File: src/rtl/alu_pkg.sv
// Shared definitions for the ALU sharing block: opcode values, FSM states, default widths.
package alu_pkg;

  localparam int ALU_WIDTH = 8;
  localparam int ALU_OPW   = 3;

  localparam logic [2:0] OP_ADD  = 3'b000;
  localparam logic [2:0] OP_SUB  = 3'b001;
  localparam logic [2:0] OP_AND  = 3'b010;
  localparam logic [2:0] OP_OR   = 3'b011;
  localparam logic [2:0] OP_XOR  = 3'b100;
  localparam logic [2:0] OP_NOR  = 3'b101;
  localparam logic [2:0] OP_NAND = 3'b110;
  localparam logic [2:0] OP_XNOR = 3'b111;

  typedef enum logic [1:0] {
    ST_IDLE = 2'd0,
    ST_EXEC = 2'd1,
    ST_RESP = 2'd2
  } state_e;

endpackage

File: src/rtl/alu_share_arbiter_rr_arbiter.sv
// Round-robin picker: first asserted request at or after ptr_i, wrapping modulo NREQ.
// Pure combinational, zero latency.
module rr_arbiter #(
  parameter int NREQ = 4,
  parameter int IDW  = (NREQ > 1) ? $clog2(NREQ) : 1
) (
  input  logic [NREQ-1:0] req_i,
  input  logic [IDW-1:0]  ptr_i,
  output logic [NREQ-1:0] grant_o,
  output logic [IDW-1:0]  grant_idx_o,
  output logic            grant_vld_o
);

  int j;

  always_comb begin
    grant_o     = '0;
    grant_idx_o = '0;
    grant_vld_o = 1'b0;
    j           = 0;
    for (int k = 0; k < NREQ; k++) begin
      j = int'(ptr_i) + k;
      if (j >= NREQ) j = j - NREQ;
      if (!grant_vld_o && req_i[j]) begin
        grant_vld_o = 1'b1;
        grant_idx_o = IDW'(j);
        grant_o[j]  = 1'b1;
      end
    end
  end

endmodule

File: src/rtl/alu_share_arbiter.sv
// Shares one external ALU among NREQ requesters: round-robin accept, one execute cycle, held response.
// Accept at edge n gives resp_valid from cycle n+2; req_ready stays low until the response is taken.
module alu_share_arbiter
  import alu_pkg::*;
#(
  parameter  int NREQ  = 4,
  parameter  int WIDTH = ALU_WIDTH,
  parameter  int OPW   = ALU_OPW,
  parameter  int CNTW  = 16,
  localparam int IDW   = (NREQ > 1) ? $clog2(NREQ) : 1
) (
  input  logic                  clk,
  input  logic                  rst,
  input  logic [NREQ-1:0]       req_valid,
  output logic [NREQ-1:0]       req_ready,
  input  logic [NREQ*WIDTH-1:0] req_a,
  input  logic [NREQ*WIDTH-1:0] req_b,
  input  logic [NREQ*OPW-1:0]   req_op,
  output logic [NREQ-1:0]       resp_valid,
  input  logic [NREQ-1:0]       resp_ready,
  output logic [WIDTH-1:0]      resp_result,
  output logic                  resp_carry,
  output logic [WIDTH-1:0]      alu_a,
  output logic [WIDTH-1:0]      alu_b,
  output logic [OPW-1:0]        alu_op,
  input  logic [WIDTH-1:0]      alu_result,
  input  logic                  alu_carry,
  output logic                  busy,
  output logic [CNTW-1:0]       op_count
);

  state_e           state_q, state_d;
  logic [WIDTH-1:0] a_q, b_q, res_q;
  logic [OPW-1:0]   op_q;
  logic             carry_q;
  logic [IDW-1:0]   id_q, ptr_q, id_inc;
  logic [CNTW-1:0]  cnt_q;

  logic [NREQ-1:0]  grant;
  logic [IDW-1:0]   grant_idx;
  logic             grant_vld;
  logic             accept, resp_done;

  rr_arbiter #(.NREQ(NREQ), .IDW(IDW)) u_rr (
    .req_i       (req_valid),
    .ptr_i       (ptr_q),
    .grant_o     (grant),
    .grant_idx_o (grant_idx),
    .grant_vld_o (grant_vld)
  );

  assign accept    = (state_q == ST_IDLE) && grant_vld;
  assign resp_done = (state_q == ST_RESP) && resp_ready[id_q];
  assign id_inc    = (id_q == IDW'(NREQ - 1)) ? '0 : id_q + 1'b1;

  always_comb begin
    state_d    = state_q;
    req_ready  = '0;
    resp_valid = '0;
    busy       = 1'b1;
    case (state_q)
      ST_IDLE: begin
        busy = 1'b0;
        if (grant_vld) begin
          req_ready = grant;
          state_d   = ST_EXEC;
        end
      end
      ST_EXEC: state_d = ST_RESP;
      ST_RESP: begin
        resp_valid = NREQ'(1) << id_q;
        if (resp_ready[id_q]) state_d = ST_IDLE;
      end
      default: state_d = ST_IDLE;
    endcase
  end

  always_ff @(posedge clk or posedge rst) begin
    if (rst) begin
      state_q <= ST_IDLE;
      a_q     <= '0;
      b_q     <= '0;
      op_q    <= '0;
      res_q   <= '0;
      carry_q <= 1'b0;
      id_q    <= '0;
      ptr_q   <= '0;
      cnt_q   <= '0;
    end else begin
      state_q <= state_d;
      if (accept) begin
        a_q  <= req_a[int'(grant_idx)*WIDTH +: WIDTH];
        b_q  <= req_b[int'(grant_idx)*WIDTH +: WIDTH];
        op_q <= req_op[int'(grant_idx)*OPW +: OPW];
        id_q <= grant_idx;
      end
      // ALU output is only valid against the operands held during EXEC
      if (state_q == ST_EXEC) begin
        res_q   <= alu_result;
        carry_q <= alu_carry;
      end
      if (resp_done) begin
        ptr_q <= id_inc;
        cnt_q <= cnt_q + 1'b1;
      end
    end
  end

  assign alu_a       = a_q;
  assign alu_b       = b_q;
  assign alu_op      = op_q;
  assign resp_result = res_q;
  assign resp_carry  = carry_q;
  assign op_count    = cnt_q;

endmodule

File: config.mk
export PLATFORM = sky130hd
export DESIGN_NAME = alu_share_arbiter
export DESIGN_NICKNAME = d
export VERILOG_FILES = /design/src/rtl/alu_pkg.sv /design/src/rtl/alu_share_arbiter_rr_arbiter.sv /design/src/rtl/alu_share_arbiter.sv
export SDC_FILE = /design/constraint.sdc
export NUM_CORES = 1
export LEC_CHECK = 0
export ABC_CLOCK_PERIOD_IN_PS = 3850
export CAP_MARGIN = 20
export CORE_ASPECT_RATIO = 0.9
export CORE_MARGIN = 5
export CORE_UTILIZATION = 30
export CTS_CLUSTER_DIAMETER = 60
export DETAILED_ROUTE_END_ITERATION = 6
export MAX_ROUTING_LAYER = met4
export PLACE_DENSITY = 0.71
export SLEW_MARGIN = 10
export SYNTH_ARGS = -nofsm -noshare
export SYNTH_HDL_FRONTEND = slang
export SYNTH_HIERARCHICAL = 1
export SYNTH_SLANG_ARGS = --single-unit
File: constraint.sdc
create_clock -name clk -period 3.85 [get_ports clk]
set_input_delay 0.385 -clock clk [delete_from_list [all_inputs] [get_ports clk]]
set_output_delay 0.385 -clock clk [all_outputs]
set_load 0.05 [all_outputs]
Word level (Yosys, flattened, before mapping)
Index checks and enable logic that the tools add are counted.
Operators by class
  $add $sub $neg: 9
  multiply operators: 1
  order comparisons: 13
  eq/ne operators: 5
  shift operators: 4
  multiplexer cells: 46
  bitwise operators: 3
  reductions and logical operators: 14
Operator list (count)
  $ge 32x1->1 const B: 4
  $lt 32x4->1 const B: 4
  $mux 32: 4
  $ge 32x4->1 const B: 3
  $sub 32x4->32 const B: 3
  $shiftx 32x6->8: 2
  $mux 4: 7
  $mux 1: 18
  $add 16x1->16 const B: 1
  $mux 2: 7
  $or 4x4->4: 3
  $shiftx 12x5->3: 1
  $bmux 1 s2: 5
  $logic_and 1x1->1: 9
  $demux 1 s2: 4
  $add 2x2->3 const B: 2
  $pmux 2 s3: 1
  $eq 2x2->1 const B: 2
  $mul 2x2->4 const B: 1
  $shl 1x2->4 const A: 1
  $sub 2x3->4 const B: 1
  $add 2x1->3 const B: 1
  $ge 2x3->1 const B: 1
  $logic_not 1->1: 3
  7 further kinds: 7
Storage, ports and cells
  register bits: 50
  output and inout bits: 53
  word-level logic and storage cells: 104

Depth between registers and ports, before layout
Gate-level depths: netlist (run 1).
  depth in word-level cells: 17
  depth in mapped cells: 12
  gate-level depth less buffers: 9

Modules after synthesis
Netlist (run 1), hierarchy kept.
Modules (own cells, without submodules)
  alu_share_arbiter: times used 1, cells an instance 184, area each 2651.3 um2, sequential area each 1251.2 um2
  rr_arbiter: times used 1, cells an instance 48, area each 460.4 um2, sequential area each 0.0 um2

Least setup slack after synthesis (run 1)
Ideal clock, no wire load.
  kind: flip-flop to flip-flop
  from: reg ptr_q[0]
  to: reg a_q[4], in the netlist alu_a[4]
  library setup time: 0.125 ns
  arrival: 2.861 ns
  setup slack: 0.864 ns
  cell stages (with the launch flop): 12
  path buffers: 3
  clock period less this slack: 2.986 ns
  cell sequence: dfrtp_1 > buf_6 > inv_1 > ha_1 > mux4_2 > buf_6 > and2b_2 > o21ai_0 > o31ai_1 > buf_4 > mux4_2 > mux2_2
Between the ends
  longest elaborated chain between the ends: 16
  elaborated cells between the ends (all ways): 43
RTL lines
  start: declaration: RTL line alu_share_arbiter.sv:36  | logic [IDW-1:0] id_q, ptr_q, id_inc;
  start signal: assignment: RTL line alu_share_arbiter.sv:103  | ptr_q <= id_inc;
  parallel branches: the longest is 14 deep, another holds $sub 32x4->32
  $mux 2 (*): RTL line alu_share_arbiter_rr_arbiter.sv:24  | if (!grant_vld_o && req_i[j]) begin
  named net grant_idx[0]: RTL line alu_share_arbiter.sv:40  | logic [IDW-1:0] grant_idx;
  $shiftx 32x6->8 (*): RTL line alu_share_arbiter.sv:92  | a_q <= req_a[int'(grant_idx)*WIDTH +: WIDTH];
  end signal: assignment: RTL line alu_share_arbiter.sv:92
  end: declaration: RTL line alu_share_arbiter.sv:33  | logic [WIDTH-1:0] a_q, b_q, res_q;
Mark *: on every way through the listed nets, which the timed path passes. The select of a mux whose other input is x is not followed.
A chain may end at the register's enable or synchronous reset.

Worst setup path in the final report (run 1)
  from: in req_valid[2]
  to: reg b_q[1], in the netlist alu_b[1]
Between the ends
  longest elaborated chain between the ends: 14
  elaborated cells between the ends (all ways): 28
RTL lines
  start: declaration: RTL line alu_share_arbiter.sv:14  | input logic [NREQ-1:0] req_valid,
  $bmux 1 s2: RTL line alu_share_arbiter_rr_arbiter.sv:24
  $mux 1 (implied by the code) (2 in series): RTL line alu_share_arbiter_rr_arbiter.sv:24
  $mux 1: RTL line alu_share_arbiter_rr_arbiter.sv:24
  $logic_not 1->1: RTL line alu_share_arbiter_rr_arbiter.sv:24
  $logic_and 1x1->1: RTL line alu_share_arbiter_rr_arbiter.sv:24
  $mux 1: RTL line alu_share_arbiter_rr_arbiter.sv:24
  $logic_not 1->1: RTL line alu_share_arbiter_rr_arbiter.sv:24
  $logic_and 1x1->1: RTL line alu_share_arbiter_rr_arbiter.sv:24
  $mux 1: RTL line alu_share_arbiter_rr_arbiter.sv:24
  $logic_not 1->1: RTL line alu_share_arbiter_rr_arbiter.sv:24
  $logic_and 1x1->1: RTL line alu_share_arbiter_rr_arbiter.sv:24
  $mux 2 (*): RTL line alu_share_arbiter_rr_arbiter.sv:24
  named net grant_idx[1]: RTL line alu_share_arbiter.sv:40
  $shiftx 32x6->8 (*): RTL line alu_share_arbiter.sv:93  | b_q <= req_b[int'(grant_idx)*WIDTH +: WIDTH];
  end signal: assignment: RTL line alu_share_arbiter.sv:93
  end: declaration: RTL line alu_share_arbiter.sv:33
Mark *: on every way through the listed nets, which the timed path passes. The rest lies on a longest branch. The select of a mux whose other input is x is not followed.

==> flow_summary.toml, run 1 <==
[clock_network]
clock_path_buffers = 2
cts_tree = "done"
cts_made_buffers = 5
cts_root_buf = "clkbuf_16"
cts_sinks = 50
clkSlewWorstSetupHoldPaths_ns = 0.07
cts_hold_buffers = 0
postCtsSetupRepairBufs = 0
clk-insertion-delay-late_ns = 0.29
htreeDepth = 2
cts.repair.resized = 0

[outcome]
status = "complete, no violations"

[final_layout]
utilization_pct = 47.9
seq_area_um2 = 1250
multi_input_area_um2 = 1750
drive_above_1_share_pct = 20.9
fillers = 931
fin_nets = 489
layout_commonest_cell = "clkdlybuf4s50_1"
layout_common_cells = "clkdlybuf4s50_1, dfrtp_1, mux2_2, mux4_2, xnor2_1"
area.growth.synth_to_final_pct = 57.2
antenna_cells = 0
fin_area_um2 = 4890

[job]
maxCapViolCount = 0

[pwr]
p_clk_share_pct = 10.7
swShare_pct = 46.0
p_switching_mw = 2.00
power_mw = 4.35
power.internal_mw = 2.35
vdd_drop_max_uv = 487
power.density_nw_per_um2 = 889
combPwrFrac_pct = 68.9
leakage_nw = 1.95
p_seq_share_pct = 20.3

[die]
die-area_um2 = 12500
pin_count = 148
die_x_um = 117
dieHeight_um = 107
core_um2 = 10200
initial_core_util_pct = 30.5
rows = 35

[global_routing]
grt_start_max_net_pins = 29
grt_pass1_wl_um = 13900
track_usage_pct = 14.0
antenna_found_initial = 0
grt_pass1_vias = 2723
grt-ovfl-total = 0

[setup_path]
cp_max_fo = 12
cp-start-kind = "primary input"
worstSetupPathType = "in2reg"
endpoint_kind = "flip-flop"
worstPathRequired_ns = 4.02
worstPathArrival_ns = 3.32

[sta]
fmax_mhz = 318
setup_tns_ns = 0
worstMarginPinSlew_ns = 0.550
hold_viol = 0
fin_crit_sh_pct = 81.7
finalClockSkew_ns = 0.00606
drv_slew = 0
rsz0062_at_grt = "false"
fin_crit_ns = 3.14
relSlewSlack_pct = 63.2
finalSetupViolCount = 0

[placement]
dp_hpwl_um = 6700
place.gp.congestion = 0.783
port_buffers = 147
place_area_um2 = 4720

[yosys]
synth_cell_types = 40
synth-warning-count = 6
ys_seq_area_share_pct = 40.2
ys_ff_latch = 50
synth.cell_area_um2 = 3110
synth_cells = 232
syn_avg_cell_area_um2 = 13.4
postSynthNetCount = 340
synthFlopType = "dfrtp_1"
synth_edf_count = 0
async_flop_share_pct = 100

[drt]
routed_wirelength_um = 8600
initialDrtViolationCount = 125
vias = 2544
drtAntennaViolNets = 0
drt-vias-per-instance = 4.98
wl_per_cell_um = 16.8
drt_first_pass_iters = 4
drcViolationCount = 0

[hold_path]
hp-class = "in2async"
## routing by layer
layer / vias to the layer above / part of all wire (%) / GRT usage, %
li1: 1175 / - / -
met1: 1249 / 44 / 17.3
met2: 114 / 49 / 23.4
met3: 6 / 6.6 / 3.74
met4: 0 / 0.57 / 2.82
met5: - / 0 / -
## worst max-delay path, cell delays in order
cell	delay (ns)
clkdlybuf4s50_1	0.47
mux4_1	0.57
buf_4	0.21
nor4b_4	0.39
nor2_1	0.09
a32o_1	0.40
buf_8	0.24
mux4_2	0.29
mux2_2	0.27
## cell families after synthesis
family,Yosys count,synth area share [%]
AND/OR/NAND/NOR,49,10.7
AO/OA/AOI/OAI,25,5.91
multiplexers,58,29.7
flip-flops,50,40.2
XOR/XNOR,15,4.22
buffers and inverters,22,4.06
adder cells (fa/ha/maj),13,5.23
## flip-flops by register name, summed over array words and instances, names as in the netlist
register,count
resp_carry,1
alu_a,8
ptr_q,2
resp_result,8
id_q,2
state_q,2
op_count,16
alu_op,3
alu_b,8
## cells in the mapped netlist (2+ instances only)
cell type,n,area (um^2)
and3_1,5,31.3
buf_2,2,10.0
clkbuf_1,4,15.0
ha_1,13,163
mux2_2,32,360
a22oi_1,8,60.1
and2_1,10,62.6
mux4_2,20,450
xnor2_1,14,123
buf_6,4,45.0
mux2i_1,2,20.0
o21ai_0,9,45.0
nand2_1,4,15.0
inv_1,9,33.8
and4_1,3,26.3
a21oi_1,2,10.0
nand4_1,9,56.3
nand2b_1,2,12.5
mux4_1,3,78.8
dfrtp_1,50,1250
nor2_1,3,11.3
nand3_1,4,20.0
buf_4,3,22.5
## final timing paths
path	depth (start not counted)	end	slack (ns)	from
min in group clk	1	op_count[14]	0.49	op_count[14]
worst max register to register	10	alu_b[1]	0.72	ptr_q[1]
max in group asynchronous	3	alu_b[6]	2.84	rst
worst max-delay path	9	alu_b[1]	0.71	req_valid[2]
worst min register to register	1	op_count[14]	0.49	op_count[14]
worst min-delay path	2	op_count[6]	0.46	rst
## metrics by stage
step	setup slack [ns]	hold slack [ns]	std cells
finish	0.706	0.460	511
global route	0.550	0.521	511
CTS	0.564	0.485	510
detailed placement	0.299	0.482	502
global placement	0.367	0.464	501
floorplan	0.864	0.536	232
## layout make-up
class,instances,share of cell area (%)
Timing Repair Buffer,155,31.5
Clock inverter,2,0.333
Sequential cell,50,25.6
Tap cell,129,3.30
Multi-Input combinational cell,160,35.7
Clock buffer,6,2.84
Inverter,9,0.691
## power groups by stage
stage	Clock, mW	Sequential, mW	Combinational (mW)
floorplan	0	1.50	1.56
global placement	0	0.889	2.95
detailed placement	0	0.897	3.01
CTS	0.488	0.890	3.01
global route	0.507	0.916	3.21
finish	0.467	0.884	3.00
No activity file was read; power rests on OpenSTA's default activity.
==> run 2, diff against run 1 <==
--- a/config.mk
+++ b/config.mk
@@ -5,7 +5,7 @@
 export SDC_FILE = /design/constraint.sdc
 export NUM_CORES = 1
 export LEC_CHECK = 0
-export ABC_CLOCK_PERIOD_IN_PS = 3850
+export ABC_CLOCK_PERIOD_IN_PS = 2560
 export CAP_MARGIN = 20
 export CORE_ASPECT_RATIO = 0.9
 export CORE_MARGIN = 5
@@ -13,7 +13,7 @@
 export CTS_CLUSTER_DIAMETER = 60
 export DETAILED_ROUTE_END_ITERATION = 6
 export MAX_ROUTING_LAYER = met4
-export PLACE_DENSITY = 0.71
+export PLACE_DENSITY = 0.73
 export SLEW_MARGIN = 10
 export SYNTH_ARGS = -nofsm -noshare
 export SYNTH_HDL_FRONTEND = slang
==> constraint.sdc (replaced) <==
create_clock -name clk -period 2.56 [get_ports clk]
set_input_delay 0.256 -clock clk [delete_from_list [all_inputs] [get_ports clk]]
set_output_delay 0.256 -clock clk [all_outputs]
set_load 0.05 [all_outputs]
==> run 2 against run 1 <==
The run now ends with setup timing left. Critical path depth stayed put. Sequential cell count stayed put. First-iteration DRC count is 4.0% lower. Clock power is 70% higher. Clock skew is 0.0017 ns higher.
==> flow_summary.toml, run 2 (synthesis results as in run 1) <==
[placement]
port_buffers = 147
place.gp.congestion = 0.814
dp_hpwl_um = 7250
dp_cells = 517
preCtsSetupSlack_ns = -0.462
place_area_um2 = 4940

[sta]
fmax_mhz = 362
fin_crit_sh_pct = 108
finalSetupViolCount = 23
hold_viol = 0
relSlewSlack_pct = 63.1
setup_tns_ns = -3.87
fin_crit_ns = 2.76
worstMarginPinSlew_ns = 0.552
drv_slew = 0
finalClockSkew_ns = 0.00773
rsz0062_at_grt = "true"
setup_slack_ns = -0.199

[setup_path]
critical-path-top-delay-family = "multiplexers"
worstPathRequired_ns = 2.73
worstPathArrival_ns = 2.93
endpoint_kind = "flip-flop"
cp_num_cells = 9
max_stage_delay_ns = 0.58
cp_max_fo = 5
critPathBufInv = 3
worstSetupPathType = "reg2reg"
crit_chain = "buf_6, mux4_2, and2b_2, o21ai_2, o31ai_4, buf_6, buf_12, mux4_2, mux2_4"
r2r.worst_path.cells = 9
cp-start-kind = "flip-flop"
rrSetupSlack_ns = -0.20
slowest_stage = "mux4_2"

[final_layout]
seq_area_um2 = 1250
largest_reg_flops = 16
area.growth.synth_to_final_pct = 73.3
fin_area_um2 = 5390
stdcell_count = 539
multi_input_area_um2 = 1860
antenna_cells = 0
fillers = 911
layout_common_cells = "clkdlybuf4s50_1, dfrtp_1, mux4_2, buf_4, mux2_4"
fin_nets = 517
layout_commonest_cell = "clkdlybuf4s50_1"
drive_above_1_share_pct = 30.7

[die]
rows = 35
pin_count = 148
dieHeight_um = 107
initial_core_util_pct = 30.5
die-area_um2 = 12500
die_x_um = 117
core_um2 = 10200

[outcome]
violations = "setup timing"
status = "complete, but fails checks"

[clock_network]
cts_hold_buffers = 0
cts_made_buffers = 5
clk-insertion-delay-late_ns = 0.29
clkSlewWorstSetupHoldPaths_ns = 0.07
cts_root_buf = "clkbuf_16"
cts_tree = "done"
clock_path_buffers = 2
htreeDepth = 2
cts_sinks = 50

[pwr]
p_seq_share_pct = 17.4
leakage_nw = 2.22
p_clk_share_pct = 10.1
power_mw = 7.84
p_switching_mw = 3.34
combPwrFrac_pct = 72.4
power.internal_mw = 4.50
swShare_pct = 42.6
vdd_drop_max_uv = 822
power.density_nw_per_um2 = 1450

[drt]
routed_wirelength_um = 9760
drcViolationCount = 0
initialDrtViolationCount = 120
vias = 2695
drtAntennaViolNets = 0
drt_first_pass_iters = 4
wl_per_cell_um = 18.1
drt-vias-per-instance = 5.00

[global_routing]
grt_pass1_vias = 2959
antenna_found_initial = 0
grt_start_max_net_pins = 51
grt-ovfl-total = 0
track_usage_pct = 15.9
grt_pass1_wl_um = 15800

[job]
maxCapViolCount = 0

[hold_path]
hp-class = "in2async"
[run 2: power by group through the flow]
| stage | registers (mW) | logic (mW) | clock network [mW] |
|---|---|---|---|
| after global routing | 1.41 | 6.01 | 0.848 |
| after detailed placement | 1.39 | 4.87 | 0 |
| after floorplan | 2.26 | 2.39 | 0 |
| final | 1.37 | 5.68 | 0.794 |
| after CTS | 1.36 | 5.32 | 0.818 |
| after global placement | 1.37 | 4.78 | 0 |
[run 2: area by class of cell]
cell class | count | share of cell area [%]
Clock buffer | 6 | 2.58
Clock inverter | 2 | 0.719
Inverter | 9 | 0.673
Multi-Input combinational cell | 160 | 34.6
Sequential cell | 50 | 23.2
Tap cell | 129 | 2.99
Timing Repair Buffer | 183 | 35.2
[run 2: path summary, 6_finish.rpt]
| kind | startpoint | to |
|---|---|---|
| worst max register to register | ptr_q[0] | alu_a[5] |
| min in group clk | op_count[15] | op_count[15] |
| worst min-delay path | rst | resp_result[5] |
| max in group asynchronous | rst | ptr_q[1] |
| worst max-delay path | ptr_q[0] | alu_a[5] |
| worst min register to register | op_count[15] | op_count[15] |
[run 2: worst min-delay path: cells and delay by family]
| kind | cells | cell delay, ns |
|---|---|---|
| buf+inv | 3 | 0.74 |
[run 2: through the flow]
stage,hold slack [ns],util [%]
floorplan,0.407,-
global placement,0.463,48.4
detailed placement,0.472,48.4
CTS,0.337,51.5
global route,0.353,52.9
finish,0.324,52.9
[run 2: layer usage]
layer  share of wire (%)  GRT usage, %  wire, um  vias up
met5                   0             -         0        -
met4                 2.7          5.55       267        0
met3                 5.5          3.27       540       22
met2                  51          27.0      4960      114
met1                  41          18.8      4000     1325
li1                    -             -         -     1234
[run 2: repair_timing]
| action | 4_1_cts | 5_1_grt |
|---|---|---|
| setup endpoints to repair | 23 | 23 |
| setup buffers | 8 | 4 |
| cloned | 2 | 1 |
| resized for setup | 16 | 33 |
| pin swaps | 1 | 6 |
==> run 3, diff against run 2 <==
--- a/config.mk
+++ b/config.mk
@@ -13,7 +13,7 @@
 export CTS_CLUSTER_DIAMETER = 60
 export DETAILED_ROUTE_END_ITERATION = 6
 export MAX_ROUTING_LAYER = met4
-export PLACE_DENSITY = 0.73
+export PLACE_DENSITY = 0.68
 export SLEW_MARGIN = 10
 export SYNTH_ARGS = -nofsm -noshare
 export SYNTH_HDL_FRONTEND = slang
==> run 3 against run 2 <==
The flow still finishes with violations (setup timing). Critical endpoint is now alu_a[2]. Register-to-register slack improved by 0.02 ns. Largest power group unchanged. Critical path type unchanged. First-iteration DRC count rose by 63%. Critical path depth unchanged.
==> flow_summary.toml, run 3 (synthesis results as in run 1) <==
[die]
dieHeight_um = 107
die-area_um2 = 12500
die_x_um = 117
rows = 35
core_um2 = 10200
initial_core_util_pct = 30.5
pin_count = 148

[final_layout]
fin_area_um2 = 5320
fin_nets = 510
stdcell_count = 532
layout_common_cells = "clkdlybuf4s50_1, dfrtp_1, mux4_2, mux2_4, buf_4"
antenna_cells = 0
layout_commonest_cell = "clkdlybuf4s50_1"
largest_reg_flops = 16
area.growth.synth_to_final_pct = 70.9
drive_above_1_share_pct = 29.5

[pwr]
power.density_nw_per_um2 = 1450
leakage_nw = 2.18
p_clk_share_pct = 8.9
p_seq_share_pct = 17.8
vdd_drop_max_uv = 983
combPwrFrac_pct = 73.3
p_switching_mw = 3.32
swShare_pct = 42.9
power.internal_mw = 4.41

[drt]
drt_first_pass_iters = 4
initialDrtViolationCount = 196
drtAntennaViolNets = 0
drcViolationCount = 0
vias = 2652
wl_per_cell_um = 18.0
routed_wirelength_um = 9580
drt-vias-per-instance = 4.98

[global_routing]
grt_pass1_vias = 2864
grt-ovfl-total = 0
track_usage_pct = 15.7
antenna_found_initial = 0
grt_start_max_net_pins = 27
grt_pass1_wl_um = 15500

[clock_network]
clock_path_buffers = 2
cts_hold_buffers = 0
cts_tree = "done"
cts_root_buf = "clkbuf_16"
clk-insertion-delay-late_ns = 0.29
htreeDepth = 2
clkSlewWorstSetupHoldPaths_ns = 0.07
cts_sinks = 50
cts_made_buffers = 5

[sta]
fmax_mhz = 365
finalSetupViolCount = 23
setup_tns_ns = -3.53
relSlewSlack_pct = 59.8
hold_viol = 0
fin_crit_sh_pct = 107
finalClockSkew_ns = 0.00844
setup_slack_ns = -0.179
drv_slew = 0
worstMarginPinSlew_ns = 0.602
fin_crit_ns = 2.74
rsz0062_at_grt = "true"

[setup_path]
endpoint_kind = "flip-flop"
worstSetupPathType = "reg2reg"
cp_max_fo = 6
worstPathRequired_ns = 2.72
cp-start-kind = "flip-flop"
worstPathArrival_ns = 2.90

[outcome]
violations = "setup timing"
status = "complete, but fails checks"

[hold_path]
hp-class = "in2async"

[job]
maxCapViolCount = 0

[placement]
port_buffers = 147
place_area_um2 = 4930
dp_hpwl_um = 7370
dp_cells = 515
place.gp.congestion = 0.795
run 3: cell count changes in the layout (fill, tap and decap cells not counted), moves of 2 or more:
cell	before	now
clkinv_4	0	2
buf_16	1	3
buf_4	23	19
buf_6	6	2
run 3: repair_timing:
item,CTS,global route
pin swaps,6,0
setup buffers,4,2
gates cloned,3,0
endpoints found under the setup margin,23,23
gates resized for setup,39,3
run 3: worst paths after layout:
check / from / end / slack (ns) / cells after the start
min in group clk: op_count[15] / op_count[15] / 0.48 / 1
worst max-delay path: ptr_q[0] / alu_a[2] / -0.18 / 9
worst min register to register: op_count[15] / op_count[15] / 0.48 / 1
worst min-delay path: rst / alu_b[4] / 0.36 / 2
worst max register to register: ptr_q[0] / alu_a[2] / -0.18 / 9
max in group asynchronous: rst / ptr_q[1] / 1.65 / 3
run 3: worst max-delay path: stages, from the launching register on:
cell	delay, ns
dfrtp_2	0.46
buf_4	0.14
mux4_2	0.52
and2b_2	0.25
o21ai_2	0.07
o31ai_4	0.07
buf_12	0.18
buf_16	0.13
mux4_2	0.50
mux2_4	0.27
run 3: metrics by stage:
stage / worst slack [ns] / util, % / power [mW] / hold slack [ns]
finish: -0.179 / 52.1 / 7.73 / 0.363
global route: -0.277 / 52.1 / 8.16 / 0.420
CTS: -0.188 / 51.9 / 7.77 / 0.380
detailed placement: -0.417 / 48.3 / 6.30 / 0.475
global placement: -0.345 / 48.3 / 6.18 / 0.462
floorplan: -0.312 / - / 4.66 / 0.407
run 3: power groups by stage:
stage | Clock (mW) | Combinational (mW) | Sequential, mW
floorplan | 0 | 2.39 | 2.26
global placement | 0 | 4.81 | 1.37
detailed placement | 0 | 4.91 | 1.39
CTS | 0.708 | 5.68 | 1.38
global route | 0.735 | 6.00 | 1.43
finish | 0.686 | 5.67 | 1.38
run 3: cell type report:
cell class                 count  area (um^2)
clock buffer                   6          139
clock inverter                 2         17.5
fill                         871         4890
inverter                       9         36.3
multi-input combinational    160         1850
sequential                    50         1250
tap                          129          161
timing repair buffer         176         1860
run 3: metal layers:
metal | track usage [%] | vias up | share of wire (%)
li1 | - | 1210 | -
met1 | 20.2 | 1320 | 43
met2 | 25.2 | 112 | 50
met3 | 3.43 | 10 | 6.2
met4 | 4.23 | 0 | 1.3
met5 | - | - | 0
